$ cat src/rtl/adder.sv
// adder: synchronous WIDTH-bit up-counter with clear and increment controls.
// Update priority on each rising edge of aclk: srst, then clr, then inc, else hold.
// Compile-time option: define ADDER_SATURATE_EN to make the counter hold at its
// maximum value instead of wrapping to zero. The default build wraps modulo 2^WIDTH.
module adder #(
    parameter int unsigned WIDTH = 8
) (
    input  logic             aclk,
    input  logic             srst,
    input  logic             clr,
    input  logic             inc,
    output logic [WIDTH-1:0] out
);

    logic [WIDTH-1:0] r_cnt;
    logic [WIDTH:0]   w_sum;
    logic             w_carry;
    logic [WIDTH-1:0] w_inc_val;
    logic [WIDTH-1:0] w_cnt_next;

    // Incrementer one bit wider than the count; the carry flags the all-ones case.
    assign w_sum   = {1'b0, r_cnt} + (WIDTH + 1)'(1);
    assign w_carry = w_sum[WIDTH];

    // Value taken on an increment: wrap to zero, or hold at max when saturating.
    always_comb begin
        w_inc_val = w_sum[WIDTH-1:0];
        if (w_carry) begin
`ifdef ADDER_SATURATE_EN
            w_inc_val = r_cnt;
`else
            w_inc_val = '0;
`endif
        end
    end

    // Priority mux for the non-reset next state: clear beats increment.
    always_comb begin
        w_cnt_next = r_cnt;
        if (clr) begin
            w_cnt_next = '0;
        end else if (inc) begin
            w_cnt_next = w_inc_val;
        end
    end

    // Count register with synchronous active-high reset.
    always_ff @(posedge aclk) begin
        if (srst) begin
            r_cnt <= '0;
        end else begin
            r_cnt <= w_cnt_next;
        end
    end

    assign out = r_cnt;

endmodule

$ cat config.mk
export PLATFORM = sky130hd
export DESIGN_NAME = adder
export DESIGN_NICKNAME = d
export VERILOG_FILES = /design/src/rtl/adder.sv
export SDC_FILE = /design/constraint.sdc
export NUM_CORES = 1
export LEC_CHECK = 0
export ABC_AREA = 1
export CORE_AREA = 2 2 40 42
export CTS_CLUSTER_DIAMETER = 50
export CTS_CLUSTER_SIZE = 16
export DETAILED_ROUTE_END_ITERATION = 10
export DIE_AREA = 0 0 42 44
export PLACE_DENSITY = 0.63
export SLEW_MARGIN = 20
export SYNTH_ARGS = -nofsm -noshare
export SYNTH_HDL_FRONTEND = slang
export SYNTH_SLANG_ARGS = --single-unit
$ cat constraint.sdc
create_clock -name aclk -period 1.5 [get_ports aclk]
set_clock_uncertainty 0.1 [all_clocks]
set_input_delay 0.375 -clock aclk [delete_from_list [all_inputs] [get_ports aclk]]
set_output_delay 0.375 -clock aclk [all_outputs]
set_load 0.01 [all_outputs]
==> impl_metrics.xml, run 1 <==
<?xml version="1.0" encoding="UTF-8"?>
<metrics>
  <group name="run_status">
    <metric name="outcome" unit="">finished clean</metric>
  </group>
  <group name="detailed_routing">
    <metric name="route.met3.wl" unit="um">33</metric>
    <metric name="wl_per_cell" unit="um">8.84</metric>
    <metric name="met2WireLength" unit="um">351</metric>
    <metric name="firstDrtPassIters" unit="">3</metric>
    <metric name="drc_viols" unit="">0</metric>
    <metric name="finalWirelength" unit="um">787</metric>
    <metric name="drt_first_iter_violations" unit="">3</metric>
    <metric name="maxUsedRoutingLayer" unit="">met4</metric>
    <metric name="wirelength_met1" unit="um">358</metric>
    <metric name="total_number_of_vias" unit="">385</metric>
    <metric name="antenna_violating_nets_post_route" unit="">0</metric>
    <metric name="avgViaCountPerCell" unit="">4.33</metric>
  </group>
  <group name="worst_setup_path">
    <metric name="end_kind" unit="">output pin</metric>
    <metric name="critical_path.startpoint_type" unit="">register</metric>
    <metric name="arrival_time_of_data_at_the_critical_path_endpoint" unit="ns">0.92</metric>
    <metric name="critical_path.top_delay_family" unit="">flip-flops</metric>
    <metric name="cpMaxStageDelayCell" unit="">sky130_fd_sc_hd__dfxtp_1</metric>
    <metric name="chain_of_cells_forming_the_critical_path" unit="">dlygate4sd2_1</metric>
    <metric name="timing.rr.start" unit="">out[0]</metric>
    <metric name="timing.reg2reg.worst_path_depth" unit="">7</metric>
    <metric name="critical_path.max_stage_delay" unit="ns">0.38</metric>
    <metric name="crit_path_max_fanout" unit="">4</metric>
    <metric name="reg2reg_slack" unit="ns">0.13</metric>
    <metric name="regToRegEndpoint" unit="">out[7]</metric>
    <metric name="timing_worst_setup_path_type" unit="">reg -&gt; out</metric>
    <metric name="worst-endpoint-required" unit="ns">1.02</metric>
    <metric name="number_of_buffers_and_inverters_on_the_critical_path" unit="">1</metric>
  </group>
  <group name="clocking">
    <metric name="clock_path_buffers" unit="">2</metric>
    <metric name="tritoncts.num_buffers" unit="">3</metric>
    <metric name="clk_root_buffer_cell" unit="">sky130_fd_sc_hd__clkbuf_4</metric>
    <metric name="clock_sinks" unit="">8</metric>
    <metric name="cts-hold-fix-buffers" unit="">0</metric>
    <metric name="cts.repair_timing.setup_buffer_count" unit="">0</metric>
    <metric name="cts.reportedPaths.clkPinSlew" unit="ns">0.05</metric>
    <metric name="cts_tree" unit="">built</metric>
    <metric name="cts.htree.levels" unit="">1</metric>
    <metric name="clock_insertion_delay_worst_skew" unit="ns">0.25</metric>
  </group>
  <group name="logic_synthesis">
    <metric name="postSynthCellCount" unit="">54</metric>
    <metric name="synthesis.yosys.warnings" unit="">0</metric>
    <metric name="synthesis.area_per_instance" unit="um^2">7.81</metric>
    <metric name="synth.cell_area" unit="um^2">422</metric>
    <metric name="postSynthRegisterBits" unit="">8</metric>
    <metric name="synthesis.nets" unit="">59</metric>
    <metric name="yosysSeqAreaShare" unit="%">38.0</metric>
    <metric name="synth_cell_type_count" unit="">19</metric>
  </group>
  <group name="cells_and_area">
    <metric name="finalNetCount" unit="">80</metric>
    <metric name="final_cell_area" unit="um^2">602</metric>
    <metric name="layout.filler_cells" unit="">149</metric>
    <metric name="layout_cells_sized_above_1" unit="%">27.4</metric>
    <metric name="max_reg_flops" unit="">8</metric>
    <metric name="multi_input_area" unit="um^2">228</metric>
    <metric name="seq_area" unit="um^2">160</metric>
    <metric name="antennaDiodeCount" unit="">0</metric>
    <metric name="area_delta_synth_final" unit="%">42.7</metric>
  </group>
  <group name="global_routing">
    <metric name="grt_max_degree" unit="">6</metric>
    <metric name="global_route.overflow_total" unit="">0</metric>
    <metric name="first_global_vias" unit="">333</metric>
    <metric name="initial_antenna_violation_count" unit="">0</metric>
    <metric name="gr-usage-all-layers" unit="%">10.7</metric>
    <metric name="grt_first_pass_wirelength" unit="um">1370</metric>
  </group>
  <group name="min_path">
    <metric name="holdPathEnd" unit="">out[6]</metric>
    <metric name="worst_hold_path_type" unit="">reg -&gt; reg</metric>
    <metric name="timing.hold.worst.start" unit="">out[6]</metric>
    <metric name="hold_path_stages" unit="">2</metric>
  </group>
  <group name="placement">
    <metric name="port-buffer-count" unit="">11</metric>
    <metric name="dp_hpwl" unit="um">643</metric>
    <metric name="place_congestion" unit="">0.756</metric>
    <metric name="placed_cell_area" unit="um^2">589</metric>
  </group>
  <group name="sta">
    <metric name="slew_headroom" unit="%">82.3</metric>
    <metric name="tightestPinTransition" unit="ns">0.265</metric>
    <metric name="period_needed" unit="ns">1.40</metric>
    <metric name="final-setup-viol-count" unit="">0</metric>
    <metric name="slew_violations" unit="">0</metric>
    <metric name="holdWs" unit="ns">0.353</metric>
    <metric name="hold_violations" unit="">0</metric>
    <metric name="final.period_utilization" unit="%">93.1</metric>
    <metric name="timing.fmax" unit="MHz">716</metric>
    <metric name="grt_setup_unrepaired" unit="">no</metric>
  </group>
  <group name="floorplanning">
    <metric name="die-height" unit="um">44</metric>
    <metric name="ios" unit="">12</metric>
    <metric name="coreArea" unit="um^2">1420</metric>
    <metric name="die_w" unit="um">42</metric>
    <metric name="placement_rows" unit="">14</metric>
    <metric name="die_area" unit="um^2">1850</metric>
    <metric name="starting_density_of_the_core" unit="%">29.7</metric>
  </group>
  <group name="pwr">
    <metric name="p_leak" unit="nW">0.276</metric>
    <metric name="peakVddDrop" unit="mV">0.357</metric>
    <metric name="powerDensity" unit="nW/um^2">745</metric>
  </group>
  <group name="run">
    <metric name="max-cap-violations" unit="">0</metric>
  </group>
</metrics>
routing by layer:
layer / global-route usage [%] / up-vias
met5: 0 / -
met4: 11.6 / 0
met3: 2.50 / 5
met2: 14.4 / 10
met1: 13.4 / 163
li1: - / 207
cell usage after synthesis:
cell type | number | area, um^2
sky130_fd_sc_hd__nor2_4 | 2 | 22.5
sky130_fd_sc_hd__nand2_1 | 12 | 45.0
sky130_fd_sc_hd__nand2_2 | 1 | 6.26
sky130_fd_sc_hd__inv_2 | 1 | 3.75
sky130_fd_sc_hd__nand3_1 | 2 | 10.0
sky130_fd_sc_hd__nor2_1 | 2 | 7.51
sky130_fd_sc_hd__o21a_1 | 1 | 7.51
sky130_fd_sc_hd__dfxtp_1 | 8 | 160
sky130_fd_sc_hd__nand3_2 | 1 | 10.0
sky130_fd_sc_hd__nor2_8 | 1 | 20.0
sky130_fd_sc_hd__o21ai_1 | 1 | 5.00
sky130_fd_sc_hd__nor2_2 | 6 | 37.5
sky130_fd_sc_hd__o21ai_0 | 1 | 5.00
sky130_fd_sc_hd__inv_1 | 8 | 30.0
sky130_fd_sc_hd__ha_1 | 1 | 12.5
sky130_fd_sc_hd__nand4_1 | 1 | 6.26
sky130_fd_sc_hd__a21oi_1 | 3 | 15.0
sky130_fd_sc_hd__xnor2_1 | 1 | 8.76
sky130_fd_sc_hd__xor2_1 | 1 | 8.76
final cells by class:
cell class | count | area share, %
Timing Repair Buffer | 16 | 22.9
Sequential cell | 8 | 26.6
Tap cell | 16 | 3.33
Clock buffer | 3 | 3.74
Inverter | 9 | 5.61
Multi-Input combinational cell | 37 | 37.8
through the flow:
step / TNS [ns] / cells / total power, mW / util (%) / setup WS, ns
after CTS: 0 / 89 / 0.455 / 42.4 / 0.0890
after detailed placement: -0.539 / 86 / 0.289 / 41.5 / -0.118
after global placement: -0.528 / 86 / 0.288 / 41.5 / -0.115
after floorplan: 0 / 54 / 0.257 / - / 0.209
final: 0 / 89 / 0.448 / 42.4 / 0.103
after global routing: 0 / 89 / 0.477 / 42.4 / 0.0523
cell families after synthesis:
logic type	Yosys count	share of synthesized area [%]
simple gates	28	39.2
buf+inv	9	8.01
flops	8	38.0
compound gates	6	7.71
xor+xnor	2	4.16
fa+ha+maj	1	2.97
worst min-delay path, delay by kind of cell, from the launching register on:
family | cells | cell delay, ns
buffers and inverters | 1 | 0.05
flip-flops | 1 | 0.31
AO/OA/AOI/OAI | 1 | 0.05
where the power goes:
group	switching (mW)	internal (mW)	total, mW
clock	0.0757	0.0917	0.167
combinational	0.0298	0.0313	0.0611
sequential	0.00279	0.217	0.220
total	0.108	0.340	0.448
placed cells by master (no fill, tap or decap):
cell / n
sky130_fd_sc_hd__clkbuf_4: 3
sky130_fd_sc_hd__nand2_2: 1
sky130_fd_sc_hd__nor2_4: 2
sky130_fd_sc_hd__o21a_1: 1
sky130_fd_sc_hd__nand2_1: 12
sky130_fd_sc_hd__buf_4: 5
sky130_fd_sc_hd__nor2_2: 6
sky130_fd_sc_hd__nand3_2: 1
sky130_fd_sc_hd__o21ai_1: 1
sky130_fd_sc_hd__inv_2: 1
sky130_fd_sc_hd__nand3_1: 2
sky130_fd_sc_hd__o21ai_0: 1
sky130_fd_sc_hd__nor2_8: 1
sky130_fd_sc_hd__inv_1: 8
sky130_fd_sc_hd__xnor2_1: 1
sky130_fd_sc_hd__clkdlybuf4s50_1: 3
sky130_fd_sc_hd__dlygate4sd2_1: 8
sky130_fd_sc_hd__dfxtp_1: 8
sky130_fd_sc_hd__ha_1: 1
sky130_fd_sc_hd__a21oi_1: 3
sky130_fd_sc_hd__xor2_1: 1
sky130_fd_sc_hd__nand4_1: 1
sky130_fd_sc_hd__nor2_1: 2
timing repair:
action | 4_1_cts | 5_1_grt
endpoints found under the setup margin | 8 | 0
gates resized for setup | 8 | 0
hold endpoints to repair | 0 | 0
how the worst max path moves through the flow:
| stage | to | depth (start not counted) | slack [ns] | from |
|---|---|---|---|---|
| 2_1_floorplan | out[7] | 6 | 0.21 | out[0] |
| 3_3_place_gp | out[7] | 6 | -0.12 | inc |
| 3_5_place_dp | out[7] | 6 | -0.12 | inc |
| 4_1_cts | out[2] | 1 | 0.09 | out[2] |
| 5_1_grt | out[4] | 6 | 0.05 | out[0] |
| 6_report | out[2] | 1 | 0.10 | out[2] |
No activity file was read; power rests on OpenSTA's default activity.
==> run 2, diff against run 1 <==
--- a/config.mk
+++ b/config.mk
@@ -6,12 +6,12 @@
 export NUM_CORES = 1
 export LEC_CHECK = 0
 export ABC_AREA = 1
-export CORE_AREA = 2 2 40 42
+export CORE_AREA = 2 2 39 41
 export CTS_CLUSTER_DIAMETER = 50
 export CTS_CLUSTER_SIZE = 16
 export DETAILED_ROUTE_END_ITERATION = 10
-export DIE_AREA = 0 0 42 44
-export PLACE_DENSITY = 0.63
+export DIE_AREA = 0 0 41 43
+export PLACE_DENSITY = 0.65
 export SLEW_MARGIN = 20
 export SYNTH_ARGS = -nofsm -noshare
 export SYNTH_HDL_FRONTEND = slang
==> run 2 against run 1 <==
Net effect:
- sequential power about the same
- total power about the same
- global-route usage increased by 1.6 points
- critical endpoint unchanged
- largest power group unchanged
- largest cell class unchanged
==> impl_metrics.xml, run 2 (synthesis gave the netlist of run 1 again) <==
<?xml version="1.0" encoding="UTF-8"?>
<metrics>
  <group name="placement">
    <metric name="dp_hpwl" unit="um">698</metric>
    <metric name="place_congestion" unit="">0.781</metric>
    <metric name="port-buffer-count" unit="">11</metric>
    <metric name="pre_cts_slack" unit="ns">-0.130</metric>
  </group>
  <group name="pwr">
    <metric name="cellInternalPower" unit="uW">340</metric>
    <metric name="p_leak" unit="nW">0.276</metric>
    <metric name="net-switching-power" unit="uW">108</metric>
    <metric name="power.share.switching" unit="%">24.2</metric>
    <metric name="clockPowerShare" unit="%">37.2</metric>
    <metric name="peakVddDrop" unit="mV">0.235</metric>
    <metric name="seqPwrFrac" unit="%">49.1</metric>
    <metric name="powerDensity" unit="nW/um^2">744</metric>
    <metric name="comb_power_share" unit="%">13.7</metric>
  </group>
  <group name="sta">
    <metric name="slew_violations" unit="">0</metric>
    <metric name="holdWs" unit="ns">0.356</metric>
    <metric name="timing.fmax" unit="MHz">721</metric>
    <metric name="hold_violations" unit="">0</metric>
    <metric name="slew_headroom" unit="%">82.1</metric>
    <metric name="grt_setup_unrepaired" unit="">no</metric>
    <metric name="period_needed" unit="ns">1.39</metric>
    <metric name="worst_slack" unit="ns">0.113</metric>
    <metric name="tightestPinTransition" unit="ns">0.268</metric>
    <metric name="final-setup-viol-count" unit="">0</metric>
    <metric name="final.period_utilization" unit="%">92.5</metric>
  </group>
  <group name="detailed_routing">
    <metric name="firstDrtPassIters" unit="">3</metric>
    <metric name="finalWirelength" unit="um">841</metric>
    <metric name="total_number_of_vias" unit="">391</metric>
    <metric name="wl_per_cell" unit="um">9.45</metric>
    <metric name="drt_first_iter_violations" unit="">4</metric>
    <metric name="antenna_violating_nets_post_route" unit="">0</metric>
    <metric name="avgViaCountPerCell" unit="">4.39</metric>
    <metric name="drc_viols" unit="">0</metric>
  </group>
  <group name="clocking">
    <metric name="cts.repair_timing.setup_buffer_count" unit="">0</metric>
    <metric name="cts.htree.levels" unit="">1</metric>
    <metric name="cts-hold-fix-buffers" unit="">0</metric>
    <metric name="post_cts.resized_instances" unit="">8</metric>
    <metric name="clock_sinks" unit="">8</metric>
    <metric name="clock_path_buffers" unit="">2</metric>
    <metric name="cts_tree" unit="">built</metric>
    <metric name="clk_root_buffer_cell" unit="">sky130_fd_sc_hd__clkbuf_4</metric>
    <metric name="tritoncts.num_buffers" unit="">3</metric>
    <metric name="clock_insertion_delay_worst_skew" unit="ns">0.25</metric>
    <metric name="cts.reportedPaths.clkPinSlew" unit="ns">0.05</metric>
  </group>
  <group name="floorplanning">
    <metric name="die_area" unit="um^2">1760</metric>
    <metric name="starting_density_of_the_core" unit="%">30.5</metric>
    <metric name="ios" unit="">12</metric>
    <metric name="die_w" unit="um">41</metric>
    <metric name="coreArea" unit="um^2">1380</metric>
    <metric name="die-height" unit="um">43</metric>
    <metric name="placement_rows" unit="">14</metric>
  </group>
  <group name="worst_setup_path">
    <metric name="critical_path.top_delay_family" unit="">flip-flops</metric>
    <metric name="chain_of_cells_forming_the_critical_path" unit="">dlygate4sd2_1</metric>
    <metric name="arrival_time_of_data_at_the_critical_path_endpoint" unit="ns">0.91</metric>
    <metric name="worst-endpoint-required" unit="ns">1.02</metric>
    <metric name="critical_path.startpoint_type" unit="">register</metric>
    <metric name="crit_path_max_fanout" unit="">4</metric>
    <metric name="critical_path.max_stage_delay" unit="ns">0.38</metric>
    <metric name="number_of_buffers_and_inverters_on_the_critical_path" unit="">1</metric>
    <metric name="timing_worst_setup_path_type" unit="">reg -&gt; out</metric>
    <metric name="cpMaxStageDelayCell" unit="">sky130_fd_sc_hd__dfxtp_1</metric>
    <metric name="end_kind" unit="">output pin</metric>
  </group>
  <group name="global_routing">
    <metric name="initial_antenna_violation_count" unit="">0</metric>
    <metric name="grt_first_pass_wirelength" unit="um">1400</metric>
    <metric name="gr-usage-all-layers" unit="%">12.3</metric>
    <metric name="grt_max_degree" unit="">6</metric>
    <metric name="global_route.overflow_total" unit="">0</metric>
    <metric name="first_global_vias" unit="">340</metric>
  </group>
  <group name="min_path">
    <metric name="worst_hold_path_type" unit="">reg -&gt; reg</metric>
  </group>
  <group name="cells_and_area">
    <metric name="finalNetCount" unit="">80</metric>
    <metric name="layout.cells.most_common" unit="">sky130_fd_sc_hd__nand2_1</metric>
    <metric name="max_reg_flops" unit="">8</metric>
    <metric name="layout.cells.most_common_list" unit="">12 x sky130_fd_sc_hd__nand2_1, 8 x sky130_fd_sc_hd__inv_1, 8 x sky130_fd_sc_hd__dfxtp_1, 8 x sky130_fd_sc_hd__dlygate4sd2_1, 6 x sky130_fd_sc_hd__nor2_2</metric>
    <metric name="multi_input_area" unit="um^2">228</metric>
    <metric name="seq_area" unit="um^2">160</metric>
    <metric name="area_delta_synth_final" unit="%">42.7</metric>
    <metric name="layout_cells_sized_above_1" unit="%">27.4</metric>
    <metric name="layout.filler_cells" unit="">145</metric>
    <metric name="antennaDiodeCount" unit="">0</metric>
  </group>
  <group name="run">
    <metric name="max-cap-violations" unit="">0</metric>
  </group>
  <group name="run_status">
    <metric name="outcome" unit="">finished clean</metric>
  </group>
</metrics>
run 2: layer usage:
layer / vias up / wire length (um) / global-route usage [%]
met3: 2 / 29 / 4.71
met5: - / 0 / 0
met2: 8 / 428 / 16.3
met1: 175 / 368 / 16.1
met4: 0 / 16 / 8.00
li1: 206 / - / -
run 2: final cells by class:
cell class	count	area share, %
repair buffers	16	22.9
clock buffers	3	3.74
flip-flops and latches	8	26.6
inverters	9	5.61
multi-input cells	37	37.8
well taps	16	3.33
run 2: worst reg2reg max path, cell delays in order (launching register included):
cell,delay [ns]
sky130_fd_sc_hd__dfxtp_1,0.31
sky130_fd_sc_hd__buf_4,0.14
sky130_fd_sc_hd__ha_1,0.22
sky130_fd_sc_hd__nand3_2,0.11
sky130_fd_sc_hd__nor2_4,0.05
sky130_fd_sc_hd__nor2_2,0.22
sky130_fd_sc_hd__nor2_8,0.07
sky130_fd_sc_hd__nor2_2,0.09
run 2: power groups by stage:
stage	registers, mW	logic, mW	clock network [mW]
floorplan	0.228	0.0287	0
global placement	0.224	0.0637	0
detailed placement	0.225	0.0646	0
CTS	0.220	0.0623	0.170
global route	0.221	0.0669	0.187
finish	0.220	0.0613	0.167
run 2: through the flow:
step / std cells / area [um^2] / power [mW] / utilization, % / TNS, ns
6_report: 89 / 602 / 0.448 / 43.5 / 0
5_1_grt: 89 / 602 / 0.475 / 43.5 / 0
4_1_cts: 89 / 602 / 0.452 / 43.5 / 0
3_5_place_dp: 86 / 589 / 0.289 / 42.6 / -0.575
3_3_place_gp: 86 / 589 / 0.288 / 42.6 / -0.482
2_1_floorplan: 54 / 422 / 0.257 / - / 0
run 2: final timing paths:
path | slack (ns) | to | startpoint | depth (start not counted)
setup reg to reg | 0.13 | out[7] | out[0] | 7
hold reg to reg | 0.36 | out[6] | out[6] | 2
setup / recovery | 0.11 | out[2] | out[2] | 1
hold / removal | 0.36 | out[6] | out[6] | 2
